**config.mk**
```make
export PLATFORM = sky130hd
export DESIGN_NAME = matriz_loader
export DESIGN_NICKNAME = d
export VERILOG_FILES = /design/src/rtl/matriz_pkg.sv /design/src/rtl/matriz_addr_gen.sv /design/src/rtl/matriz_loader.sv
export SDC_FILE = /design/constraint.sdc
export NUM_CORES = 1
export LEC_CHECK = 0
export ABC_AREA = 1
export CORE_MARGIN = 2
export CORE_UTILIZATION = 44
export DETAILED_ROUTE_END_ITERATION = 8
export PLACE_DENSITY_LB_ADDON = 0.05
export SYNTH_ARGS = -nofsm -noshare
export SYNTH_HDL_FRONTEND = slang
export SYNTH_HIERARCHICAL = 1
export SYNTH_SLANG_ARGS = --single-unit
```
**constraint.sdc**
```tcl
create_clock -name clk -period 3 [get_ports clk]
set_input_delay 0.75 -clock clk [delete_from_list [all_inputs] [get_ports clk]]
set_output_delay 0.75 -clock clk [all_outputs]
set_load 0.05 [all_outputs]
```
**src/rtl/matriz_pkg.sv**
```systemverilog
// Shared definitions for the matriz_loader slice: matrix geometry, FSM states
// and the size check applied to an incoming start.
package matriz_pkg;

    localparam int ELEM_W_DEF = 8;
    localparam int MAT_DIM    = 5;
    localparam int MAX_ORDER  = 5;
    localparam int MAT_W      = MAT_DIM * MAT_DIM * ELEM_W_DEF;

    typedef enum logic [1:0] {
        IDLE  = 2'd0,
        READ  = 2'd1,
        DRAIN = 2'd2,
        VALID = 2'd3
    } state_e;

    function automatic logic size_ok(input logic [2:0] s);
        return (s != 3'd0) && (s <= 3'(MAX_ORDER));
    endfunction

endpackage

```
**src/rtl/matriz_addr_gen.sv**
```systemverilog
// Row/column/linear counters for an n x n fetch; produces the RAM address and
// the (row, col) slot delayed one cycle to line up with the returning datum.
module matriz_addr_gen
    import matriz_pkg::*;
#(
    parameter int ADDR_W = 8
) (
    input  logic              clk,
    input  logic              rst_n,
    input  logic              load_i,
    input  logic              advance_i,
    input  logic [ADDR_W-1:0] base_i,
    input  logic [2:0]        size_i,
    output logic [ADDR_W-1:0] addr_o,
    output logic              last_o,
    output logic              cap_valid_o,
    output logic [2:0]        cap_row_o,
    output logic [2:0]        cap_col_o
);

    logic [ADDR_W-1:0] base_q, base_d;
    logic [2:0]        lim_q, lim_d;
    logic [4:0]        k_q, k_d;
    logic [2:0]        row_q, row_d, col_q, col_d;
    logic              cap_valid_q;
    logic [2:0]        cap_row_q, cap_col_q;

    always_comb begin
        // NOTE: every signal assigned here starts from its held value so no path leaves it unassigned (no latch).
        base_d = base_q;
        lim_d  = lim_q;
        k_d    = k_q;
        row_d  = row_q;
        col_d  = col_q;
        if (load_i) begin
            base_d = base_i;
            lim_d  = size_i - 3'd1;
            k_d    = 5'd0;
            row_d  = 3'd0;
            col_d  = 3'd0;
        end else if (advance_i) begin
            k_d = k_q + 5'd1;
            if (col_q == lim_q) begin
                col_d = 3'd0;
                row_d = row_q + 3'd1;
            end else begin
                col_d = col_q + 3'd1;
            end
        end
    end

    always_ff @(posedge clk) begin
        // NOTE: registers update with non-blocking assignments so every flop sees pre-edge values.
        if (!rst_n) begin
            base_q      <= '0;
            lim_q       <= '0;
            k_q         <= '0;
            row_q       <= '0;
            col_q       <= '0;
            cap_valid_q <= 1'b0;
            cap_row_q   <= '0;
            cap_col_q   <= '0;
        end else begin
            base_q      <= base_d;
            lim_q       <= lim_d;
            k_q         <= k_d;
            row_q       <= row_d;
            col_q       <= col_d;
            cap_valid_q <= advance_i;
            cap_row_q   <= row_q;
            cap_col_q   <= col_q;
        end
    end

    // Address wraps naturally modulo 2^ADDR_W.
    assign addr_o      = base_q + ADDR_W'(k_q);
    assign last_o      = (row_q == lim_q) && (col_q == lim_q);
    assign cap_valid_o = cap_valid_q;
    assign cap_row_o   = cap_row_q;
    assign cap_col_o   = cap_col_q;

endmodule

```
**src/rtl/matriz_loader.sv**
```systemverilog
// Fetches an n x n matrix from a synchronous RAM into a zero-padded 5x5 packed
// vector offered on valid/ready. Optional MATRIZ_LOADER_TRANSPOSE_EN adds a transpose input.
module matriz_loader
    import matriz_pkg::*;
#(
    parameter int ADDR_W = 8,
    parameter int ELEM_W = 8
) (
    input  logic                            clk,
    input  logic                            rst_n,
    input  logic                            start,
    input  logic [ADDR_W-1:0]               base_addr,
    input  logic [2:0]                      size,
`ifdef MATRIZ_LOADER_TRANSPOSE_EN
    input  logic                            transpose,
`endif
    output logic                            mem_rd,
    output logic [ADDR_W-1:0]               mem_addr,
    input  logic [ELEM_W-1:0]               mem_rdata,
    output logic [MAT_DIM*MAT_DIM*ELEM_W-1:0] matriz_out,
    output logic                            out_valid,
    input  logic                            out_ready,
    output logic                            busy,
    output logic                            err
);

    localparam int OUT_W = MAT_DIM * MAT_DIM * ELEM_W;

    state_e            state_q, state_d;
    logic [OUT_W-1:0]  mat_q, mat_d;
    logic              err_q, err_d;
    logic              accept, reject, last, cap_valid;
    logic [2:0]        cap_row, cap_col, slot_r, slot_c;

    assign accept = (state_q == IDLE) && start && size_ok(size);
    assign reject = (state_q == IDLE) && start && !size_ok(size);

    matriz_addr_gen #(.ADDR_W(ADDR_W)) u_addr_gen (
        .clk         (clk),
        .rst_n       (rst_n),
        .load_i      (accept),
        .advance_i   (state_q == READ),
        .base_i      (base_addr),
        .size_i      (size),
        .addr_o      (mem_addr),
        .last_o      (last),
        .cap_valid_o (cap_valid),
        .cap_row_o   (cap_row),
        .cap_col_o   (cap_col)
    );

`ifdef MATRIZ_LOADER_TRANSPOSE_EN
    logic xpose_q;

    always_ff @(posedge clk) begin
        if (!rst_n)      xpose_q <= 1'b0;
        else if (accept) xpose_q <= transpose;
    end

    assign slot_r = xpose_q ? cap_col : cap_row;
    assign slot_c = xpose_q ? cap_row : cap_col;
`else
    assign slot_r = cap_row;
    assign slot_c = cap_col;
`endif

    always_comb begin
        state_d = state_q;
        err_d   = reject;
        unique case (state_q)
            IDLE:    if (accept)    state_d = READ;
            READ:    if (last)      state_d = DRAIN;
            DRAIN:                  state_d = VALID;
            VALID:   if (out_ready) state_d = IDLE;
            default:                state_d = IDLE;
        endcase
    end

    always_comb begin
        mat_d = mat_q;
        if (accept) begin
            mat_d = '0;
        end else if (cap_valid) begin
            for (int r = 0; r < MAT_DIM; r++) begin
                for (int c = 0; c < MAT_DIM; c++) begin
                    if (slot_r == 3'(r) && slot_c == 3'(c))
                        mat_d[(r*MAT_DIM + c)*ELEM_W +: ELEM_W] = mem_rdata;
                end
            end
        end
    end

    always_ff @(posedge clk) begin
        // NOTE: the matrix register is reset because an aborted load must leave zeros, not stale data.
        if (!rst_n) begin
            state_q <= IDLE;
            mat_q   <= '0;
            err_q   <= 1'b0;
        end else begin
            state_q <= state_d;
            mat_q   <= mat_d;
            err_q   <= err_d;
        end
    end

    assign mem_rd     = (state_q == READ);
    assign out_valid  = (state_q == VALID);
    assign busy       = (state_q != IDLE);
    assign err        = err_q;
    assign matriz_out = mat_q;

endmodule

```
; ---- Word-level counts from Yosys, hierarchy flattened
; Index checks and enable logic that the tools add are counted.
; W data, S select, Z words.
[totals]
ff_bits = 232
input_bits = 23
word_cells = 127
out_inout_bits = 212
[op_classes]
add_sub_neg = 5
muxes = 5
n_lt_le_gt_ge = 1
n_reduce_logical = 64
eq_ne = 16
n_bitwise = 1
[op_table]
columns = cell, n
row1 = $reduce_and A2 Y1, 26
row2 = $logic_and A1 B1 Y1, 30
row3 = $eq A3 B2 Y1 const B, 4
row4 = $add A8 B5 Y8, 1
row5 = $pmux W2 S4, 1
row6 = $add A3 B1 Y3 const B, 2
row7 = $eq A3 B1 Y1 const B, 2
row8 = $eq A3 B3 Y1, 2
row9 = $eq A3 B3 Y1 const B, 2
row10 = $logic_not A3 Y1, 2
row11 = $mux W2, 3
row12 = $add A5 B1 Y5 const B, 1
row13 = $eq A2 B2 Y1 const B, 2
row14 = $ne A2 B2 Y1 const B, 2
row15 = $le A3 B3 Y1 const B, 1
row16 = $mux W3, 1
row17 = $reduce_and A3 Y1, 1
row18 = $reduce_bool A3 Y1, 1
row19 = $sub A3 B1 Y3 const B, 1
row20 = $eq A2 B1 Y1 const B, 1
row21 = $logic_not A2 Y1, 1
row22 = $ne A2 B1 Y1 const B, 1
row23 = $reduce_bool A2 Y1, 1
row24 = $reduce_or A2 Y1, 1
row25 = 2 further kinds, 2

; ---- Depth between registers and ports, before layout
[depth]
word_depth = 5
depth_mapped = 13
mapped_depth_nobuf = 13

; ---- Hierarchy
; Netlist, hierarchy kept.
[modules_own_cells]
columns = module, cells_each, area_each_um2, seq_area_each_um2, n_inst
row1 = matriz_loader, 949, 7240.7, 4063.9, 1
row2 = matriz_addr_gen, 200, 1467.7, 580.6, 1

; ---- Worst setup path after synthesis
; Ideal clock, no wire load.
[synth_timing]
kind = register to output
startpoint = reg u_addr_gen.k_q[0]
endpoint = out mem_addr[6]
stages_incl_launch_ff = 8
arrival_ns = 1.922
path_buffers = 0
required_ns = 2.250
setup_slack_ns = 0.328
path_cell_list = dfxtp_1 > ha_1 > fa_1 > nand3_1 > nand2_1 > nand2_1 > nand2_1 > xor2_1
[synth_between]
elab_chain_len = 1
[synth_lines]
columns = item, line_no
row1 = "start, declared", matriz_addr_gen.sv:23  ; logic [4:0] k_q, k_d;
row2 = "start signal, assigned", matriz_addr_gen.sv:66  ; k_q <= k_d;
row3 = $add A8 B5 Y8, matriz_addr_gen.sv:76  ; assign addr_o = base_q + ADDR_W'(k_q);
row4 = "end, declared", matriz_loader.sv:18  ; output logic [ADDR_W-1:0] mem_addr,
; Every way passes these cells.

; ---- Worst setup path after layout
; Ends and elaborated chain as after synthesis.

==> metrics.csv <==
metric;value;unit
path_cells;ha_1 > fa_2 > nand3_1 > nand2_1 > nand2_1 > nand2_1 > xor2_2 > buf_12;
synth.top_cells.by_area;dfxtp_1 53%, nor2_1 15%, o21ai_0 10%, nand2_1 6.4%, a21oi_1 3.0%;
met1_usage;32.0;%
rsz0062_at_grt;no;
cp_num_buf_inv;1;
synth_warnings;6;
core;19500;um^2
clk_latency;500;ps
first_pass_iters;5;
antenna_found_initial;0;
slowest_delay;370;ps
fin_worst_skew;14.8;ps
min_path_type;register to register;
vdd_ir_drop_max;0.415;mV
total_power;7.51;mW
multi_input_area;3610;um^2
setup_viol;0;
cpMaxStageDelayCell;fa_2;
grt_pass1_wl;39000;um
maxSlewViolCount;0;
grt_util_met3;4.08;%
arrival;2120;ps
crit_family;adder cells;
ys_seq_area_share;53.3;%
timing.final.crit_share;95.7;%
synthCells;1149;
grt-ovfl-total;0;
synth-seq-cells;232;
ant_nets;0;
tns;0;ps
cts_tree;built;
synthDistinctLibCells;26;
critPathKind;register to primary output;
avgSynthCellArea;7.58;um^2
grt_pass1_vias;7410;
power_density;619;nW/um^2
hold_viol_final;0;
cts_sinks;232;
fillers;1806;
critPathRequiredTime;2250;ps
netlist.area_leader.share;53.3;%
endpoint_kind;primary output;
fmax;0.348;GHz
die_area;20900;um^2
drc;0;
fin_nets;1420;
viasPerCell;4.82;
layout_common_cells;355 x nor2_1, 232 x dfxtp_1, 227 x clkdlybuf4s50_1;
antennaDiodeCount;0;
busiest_layer;met2;
p_leak;4.77;nW
clock_path_buffers;3;
critPathMaxFanout;4;
layout_commonest_cell;nor2_1;
drive_above_1_share;6.73;%
dp_hpwl;16100;um
io_buffers;234;
ios;235;
clkTransAtPathRegs;60;ps
whs;455;ps
post-cts-setup-buffers;0;
die_x;145;um
fin_util;62.3;%
die_y;145;um
dpl_cell_area;11300;um^2
vias;8006;
status;complete, no violations;
rows;51;
cts_max_level;1;
totalWireLength;25000;um
post-route-min-period;2870;ps
synthDominantAreaCellType;dfxtp_1;
maxCapViolations;0;
syn_nets;1187;
avgRoutedWirePerCell;15.0;um
grt_usage;23.5;%
drt_iter0_markers;476;
place_congestion;0.843;
register_area;4640;um^2
grt_use_met2;39.1;%
cts_root_buf;clkbuf_16;
grt_max_degree;101;
initial_core_util;44.7;%
cts_buffers;24;
slew-limit-headroom;61.6;%
tightestPinTransition;574;ps
area_growth_syn_to_layout;39.3;%
critPathLaunchType;register;
synth_area;8710;um^2
cpMostUsedCell;nand2_1;
final_area;12100;um^2
==> registers in the layout (all words and copies together), names as in the netlist <==
signal,flops
u_addr_gen/row_q,3
u_addr_gen/k_q,5
u_addr_gen/cap_col_o,3
matriz_out,200
u_addr_gen/lim_q,3
u_addr_gen/cap_row_o,3
state_q,2
err,1
u_addr_gen/base_q,8
u_addr_gen/col_q,3
u_addr_gen/cap_valid_o,1
==> final timing paths <==
check                                 start                        endpoint  slack (ps)  depth (start not counted)
max reg2reg         state_q[0]$_SDFFE_PN0P_    matriz_out[161]$_SDFFE_PP0P_        1060                         10
max          u_addr_gen/k_q[0]$_SDFFE_PP0P_                     mem_addr[6]         130                          8
min          u_addr_gen/k_q[4]$_SDFFE_PP0P_  u_addr_gen/k_q[4]$_SDFFE_PP0P_         460                          1
min reg2reg  u_addr_gen/k_q[4]$_SDFFE_PP0P_  u_addr_gen/k_q[4]$_SDFFE_PP0P_         460                          1
==> synthesized netlist by cell type (all sizes together) <==
master,count
a31oi,1
clkinv,1
nand4,8
o21ai,175
xor2,8
a21oi,52
or2,1
ha,14
xnor2,5
nand3,12
dfxtp,232
buf,14
inv,75
clkbuf,27
fa,1
nand2,149
nor2,367
nor3,7
==> final cells by class <==
| cell class | instances | area share, % |
|---|---|---|
| clock inverters | 2 | 0.0825 |
| flip-flops and latches | 232 | 38.3 |
| multi-input cells | 800 | 29.8 |
| repair buffers | 248 | 20.4 |
| clock buffers | 39 | 6.41 |
| well taps | 265 | 2.73 |
| inverters | 76 | 2.36 |
==> power by group <==
part	switching, mW	leakage (nW)	internal, mW	total, mW
Clock	1.16	0.393	1.76	2.91
Sequential	0.108	1.87	3.19	3.30
Combinational	0.877	2.51	0.419	1.30
==> per-stage QoR <==
| stage | std cells | worst slack (ps) |
|---|---|---|
| after floorplan | 1149 | 328 |
| after global placement | 1621 | 391 |
| after detailed placement | 1621 | 367 |
| after CTS | 1662 | 7.82 |
| after global routing | 1662 | 24.1 |
| final | 1662 | 130 |
==> cells by family (layout without fill, tap and decap cells) <==
family / Yosys count / in the layout / share of synthesized area [%]
xor+xnor: 13 / 13 / 1.39
fa+ha+maj: 15 / 15 / 2.24
buf+inv: 117 / 365 / 5.29
flops: 232 / 232 / 53.3
simple gates: 544 / 544 / 24.6
compound gates: 228 / 228 / 13.1
==> per-layer routing <==
metal  part of all wire (%)  wire length, um  vias up
met4                    1.7              425        0
met5                      0                0        -
met1                     45            11400     3595
met3                    6.9             1730       31
met2                     46            11400      248
li1                       -                -     4132
==> what timing repair did <==
action	in CTS	in global routing
hold buffers	0	0
gates resized for setup	2	2
endpoints found under the setup margin	2	1
pin swaps	0	0
No activity file was read; power rests on OpenSTA's default activity.
